[src/rtl/pulse_stretch_multi.sv]
// rtl/pulse_stretch_multi.sv - per-lane pulse-to-level stretcher with optional retrigger
// Each lane holds level_out high for HOLD cycles per trigger; busy mirrors |level_out.
module pulse_stretch_multi #(
  parameter int WIDTH  = 8,
  parameter int HOLD   = 4,
  parameter int CNT_W  = 4,
  parameter int RETRIG = 1
) (
  input  logic             clk,
  input  logic             arst,
  input  logic [WIDTH-1:0] pulse_in,
  input  logic             clr_drop,
  output logic [WIDTH-1:0] level_out,
  output logic             busy,
  output logic [WIDTH-1:0] drop_sticky
);

  typedef enum logic {IDLE = 1'b0, HOLDING = 1'b1} state_t;

  localparam logic [CNT_W-1:0] RELOAD = CNT_W'(HOLD - 1);
  localparam logic [CNT_W-1:0] ONE    = CNT_W'(1);

  state_t           state    [WIDTH];
  state_t           state_nx [WIDTH];
  logic [CNT_W-1:0] cnt      [WIDTH];
  logic [CNT_W-1:0] cnt_nx   [WIDTH];
  logic [WIDTH-1:0] drop_nx;
  logic [WIDTH-1:0] level_nx;

  always_ff @(posedge clk or posedge arst) begin
    if (arst) begin
      for (int i = 0; i < WIDTH; i++) begin
        state[i] <= IDLE;
        cnt[i]   <= '0;
      end
      drop_sticky <= '0;
      busy        <= 1'b0;
    end else begin
      for (int i = 0; i < WIDTH; i++) begin
        state[i] <= state_nx[i];
        cnt[i]   <= cnt_nx[i];
      end
      drop_sticky <= drop_nx;
      busy        <= |level_nx;
    end
  end

  always_comb begin
    drop_nx  = '0;
    level_nx = '0;
    for (int i = 0; i < WIDTH; i++) begin
      state_nx[i] = state[i];
      cnt_nx[i]   = cnt[i];
      drop_nx[i]  = clr_drop ? 1'b0 : drop_sticky[i];
      case (state[i])
        IDLE: begin
          if (pulse_in[i]) begin
            state_nx[i] = HOLDING;
            cnt_nx[i]   = RELOAD;
          end
        end
        HOLDING: begin
          // A pulse on the final cycle (cnt==0) always chains, regardless of RETRIG.
          if (pulse_in[i] && (RETRIG != 0 || cnt[i] == '0)) begin
            cnt_nx[i] = RELOAD;
          end else if (pulse_in[i]) begin
            cnt_nx[i]  = cnt[i] - ONE;
            drop_nx[i] = 1'b1;
          end else if (cnt[i] == '0) begin
            state_nx[i] = IDLE;
          end else begin
            cnt_nx[i] = cnt[i] - ONE;
          end
        end
        default: state_nx[i] = IDLE;
      endcase
      level_nx[i] = (state_nx[i] == HOLDING);
    end
  end

  always_comb begin
    level_out = '0;
    for (int i = 0; i < WIDTH; i++) level_out[i] = (state[i] == HOLDING);
  end

endmodule

[config.mk]
export PLATFORM = sky130hd
export DESIGN_NAME = pulse_stretch_multi
export DESIGN_NICKNAME = d
export VERILOG_FILES = /design/src/rtl/pulse_stretch_multi.sv
export SDC_FILE = /design/constraint.sdc
export NUM_CORES = 1
export LEC_CHECK = 0
export BUFFER_PORTS_ARGS = -buffer_cell sky130_fd_sc_hd__buf_2
export CAP_MARGIN = 20
export CORE_MARGIN = 3
export CORE_UTILIZATION = 57
export CTS_CLUSTER_SIZE = 14
export DETAILED_ROUTE_END_ITERATION = 8
export HOLD_SLACK_MARGIN = 0.05
export PLACE_DENSITY = 0.79
export SETUP_SLACK_MARGIN = 0.1
export SYNTH_ARGS = -nofsm -noshare
export SYNTH_HDL_FRONTEND = slang
export SYNTH_SLANG_ARGS = --single-unit
[constraint.sdc]
create_clock -name clk -period 2.1 [get_ports clk]
set_input_delay 0.315 -clock clk [delete_from_list [all_inputs] [get_ports clk]]
set_output_delay 0.315 -clock clk [all_outputs]
set_load 0.05 [all_outputs]
# Word level (Yosys, flattened, before mapping)
# Cells that the tools add are included.
[op_classes]
addsub = 8
eq_ne = 16
mux = 64
n_bitwise = 8
reduce_logical = 17
[ops]
columns = ["op", "n"]
rows = [
  ["4-bit two-way mux", 24],
  ["4-bit case mux with 2 select lines", 8],
  ["4-bit zero test", 8],
  ["4-bit by 1-bit subtractor with 4-bit output, second input constant", 8],
  ["1-bit two-way mux", 24],
  ["3-bit inequality test, second input constant", 8],
  ["2-bit inequality test, second input constant", 8],
  ["1-bit case mux with 2 select lines", 8],
  ["2-bit AND reduction", 8],
  ["1-bit NOT", 8],
  ["8-bit OR reduction", 1],
]
[totals]
ff_bits = 41
in_bits = 11
output_inout_bits = 17
word_cells = 130

# Depth between registers and ports, before layout
[logic_depth]
word_depth = 5
mapped_depth = 6
ltp_nobuf = 6

# Least setup slack after synthesis
# No wires, ideal clock.
[synth_path]
path_type = "reg2reg"
startpoint = "reg cnt[28] (netlist name)"
endpoint = "reg busy"
setup_time_ns = 0.139
arrival_ns = 1.619
required_time_ns = 1.961
setup_slack_ns = 0.343
path_stages_with_launch = 7
path_buffers = 0
synth_period_minus_slack_ns = 1.757
path_cell_list = "dfrtp_1 > inv_1 > ha_1 > or3b_1 > a21oi_2 > nand4_1 > or4_1"
[synth_via]
elab_chain_cells = 5
[synth_rtl]
columns = ["element", "line", "text"]
rows = [
  ["start: declaration", "25", "logic [CNT_W-1:0] cnt [WIDTH];"],
  ["start signal: indexed assignment", "41", "cnt[i] <= cnt_nx[i];"],
  ["4-bit zero test", "69", "end else if (cnt[i] == '0) begin"],
  ["1-bit two-way mux", "69", ""],
  ["1-bit two-way mux", "64", "if (pulse_in[i] && (RETRIG != 0 || cnt[i] == '0)) begin"],
  ["1-bit case mux with 2 select lines", "55", "case (state[i])"],
  ["8-bit OR reduction", "44", "busy <= |level_nx;"],
  ["end signal: assignment", "44", ""],
  ["end: declaration", "14", "output logic busy,"],
]
# Every way passes these cells.
# A chain may end at the register's enable or synchronous reset.

# Final worst setup path
# Ends and elaborated chain as after synthesis.

==> impl_metrics.toml <==
[setup_path]
critPathCaptureType = "register"
crit_slowest_cell = "or3b_1"
r2r_start = "cnt[28]$_DFFE_PP0P_"
critPathLaunchType = "register"
cp_max_fo = 3
critPathTopFamily = "simple AND/OR/NAND/NOR gates"
cp.required_ns = 2.26
cp-startpoint = "cnt[28]$_DFFE_PP0P_"
cp.arrival_ns = 2.04
crit_path_cell_trace = "inv_1 > ha_1 > or3b_1 > a21oi_2 > nand4_1 > or4_1"
cp_num_buf_inv = 1
critPathKind = "reg -> reg"
max_stage_delay_ns = 0.40

[drt]
first_pass_iters = 4
viasPerCell = 5.04
vias = 1386
drtIter0Drc = 56
drt-total-wl_mm = 3.21
final_antenna_net_count = 0
drcViolationCount = 0
wl_per_cell_um = 11.7

[yosys]
synth_top_family_by_area = "simple AND/OR/NAND/NOR gates"
synthSimpleGateAreaFrac_pct = 20.0
yosys_warnings = 0
syn_area_um2 = 2150
yosysSeqAreaShare_pct = 47.8
synthFlopType = "dfrtp_1"
synth_mux_area_share_pct = 0
synthArstFlopShare_pct = 100
synth_seq_cells = 41
synth-edff-count = 0
synth_compound_area_share_pct = 7.57
syn_inst = 202
synth_xor_area_share_pct = 8.56
syn_avg_cell_area_um2 = 10.6
synthAdderAreaFrac_pct = 9.32
ys_types = 29

[floorplanning]
die_area_um2 = 4540
io_pins = 28
start_util_pct = 61.9
die_w_um = 67.4
core_area_um2 = 3470
die_y_um = 67.4
num_rows = 21

[power]
powerDensity_nw_per_um2 = 1230
total_leakage_power_uw = 0.00118
vdd_ir_drop_max_mv = 0.643

[timing]
maxSlewViolCount = 0
setup-tns-final_ns = 0
fmax_ghz = 0.534
grt_setup_unrepaired = "no"
setup_slack_ns = 0.226
hold_viol = 0
post-route-period-util_pct = 89.2
finalCriticalPeriod_ns = 1.87
fin_skew_ns = 0.00501
setup_violations = 0

[placed_design]
gp_congestion = 0.783
dp_hpwl_mm = 2.38
place_ws_ns = 0.224
portBuffers = 18

[clock_tree]
cts_tree = "yes"
htree_levels = 2
clock_latency_ns = 0.29
clockBufferDepth = 2
clock-sinks = 41
cts_buffers = 5
cts_root_buffer = "clkbuf_8"
cts_hold_buf = 0
clkTransAtPathRegs_ns = 0.08

[cells_and_area]
n_antenna_cell = 0
syn2layout_area_growth_pct = 11.6
drive_gt1_share_pct = 19.7
fin_nets = 255

[global_route]
antenna_found_initial = 0
grt-ovfl-total = 0
grt_pass1_wl_mm = 5.62
grt_pass1_vias = 1338
grt_util_all_layers_pct = 16.7
grt_start_max_net_pins = 42

[worst_hold_path]
hold_path.class = "in -> async"

[flow_run]
drv_cap = 0

[run_status]
status = "finished, final reports clean"
final timing paths:
kind	to	slack, ns	depth (start not counted)
worst max-delay path	busy$_DFF_PP0_	0.23	6
worst min-delay path	cnt[31]$_DFFE_PP0P_	0.13	3
worst max register to register	busy$_DFF_PP0_	0.23	6
worst min register to register	cnt[29]$_DFFE_PP0P_	0.51	1
max in group asynchronous	cnt[13]$_DFFE_PP0P_	1.62	3
min in group clk	cnt[22]$_DFFE_PP0P_	0.24	2
synth_stat cells, types with 2 or more instances:
cell / n / area (um^2)
ha_1: 16 / 200
nand2_1: 4 / 15.0
or2b_1: 2 / 15.0
buf_4: 8 / 60.1
a211o_1: 7 / 61.3
nand3_1: 11 / 55.1
xnor2_1: 8 / 70.1
or4b_2: 3 / 30.0
or3b_4: 5 / 56.3
xor2_1: 13 / 114
a21oi_1: 4 / 20.0
nand2_4: 2 / 22.5
nand2b_1: 10 / 62.6
nor3_1: 8 / 40.0
dfrtp_1: 41 / 1030
nor2_1: 24 / 90.1
inv_1: 22 / 82.6
a21oi_2: 3 / 26.3
cell usage in the layout (no fill, tap or decap), types with 2 or more instances in the layout:
| master | synthesis | final |
|---|---|---|
| a21oi_1 | 4 | 3 |
| ha_1 | 16 | 16 |
| buf_2 | 0 | 18 |
| xnor2_1 | 8 | 8 |
| dfrtp_1 | 41 | 41 |
| a211o_1 | 7 | 7 |
| or4b_2 | 3 | 3 |
| xor2_1 | 13 | 13 |
| a21oi_2 | 3 | 4 |
| conb_1 | 1 | 8 |
| nand2b_1 | 10 | 10 |
| nand2_1 | 4 | 4 |
| inv_1 | 22 | 22 |
| nor3_1 | 8 | 8 |
| nand3_1 | 11 | 11 |
| clkbuf_8 | 0 | 6 |
| buf_4 | 8 | 2 |
| or2b_1 | 2 | 2 |
| nor2_1 | 24 | 24 |
| or3b_4 | 5 | 5 |
| nand2_4 | 2 | 2 |
worst min-delay path, cell delays in order:
cell and delay, ns:
buf_2 0.09, inv_1 0.04, buf_4 0.42
timing repair:
| item | in CTS | in global routing |
|---|---|---|
| buffers inserted | 0 | 0 |
| gates resized for setup | 0 | 1 |
| setup endpoints to repair | 0 | 1 |
cell type report:
type                            instances  area [um^2]
Fill cell                             295         1070
Sequential cell                        41         1030
Multi-Input combinational cell        138         1010
Timing Repair Buffer                   20          105
Clock buffer                            7         86.3
Inverter                               22         82.6
Tap cell                               46         57.6
Clock inverter                          1         30.0
metrics by stage:
step	util (%)	hold slack [ns]	power (uW)	cells	area, um^2
2_1_floorplan	-	0.381	2120	209	2170
3_3_place_gp	65.7	0.467	2280	267	2280
3_5_place_dp	65.7	0.464	2330	267	2280
4_1_cts	69.0	0.147	2990	275	2390
5_1_grt	69.1	0.189	3200	275	2400
6_report	69.1	0.128	2960	275	2400
routing by layer:
metal	part of all wire (%)	track usage, %	up-vias	wire (um)
met5	0	0	-	0
met4	1.9	7.59	0	61
met3	3.9	3.49	8	126
met2	46	26.7	23	1490
met1	48	21.7	655	1540
li1	-	-	700	-
state kept, by name, indices dropped and copies added (netlist names):
signal and count:
cnt 32, level_out 8, busy 1
cell families (layout without fill, tap and decap cells):
| logic type | Yosys count | in the layout |
|---|---|---|
| simple gates | 74 | 74 |
| flops | 41 | 41 |
| buf+inv | 30 | 50 |
| xor+xnor | 21 | 21 |
| compound gates | 19 | 19 |
| fa+ha+maj | 16 | 16 |
| other cells | 1 | 8 |
report_power, final:
| part | internal [uW] | leakage, uW | switching [uW] |
|---|---|---|---|
| combinational | 475 | 0.000651 | 637 |
| clock | 387 | 0.0000585 | 259 |
| sequential | 1010 | 0.000468 | 185 |
| total | 1880 | 0.00118 | 1080 |
Note: power is estimated with default switching activity, not from simulation.
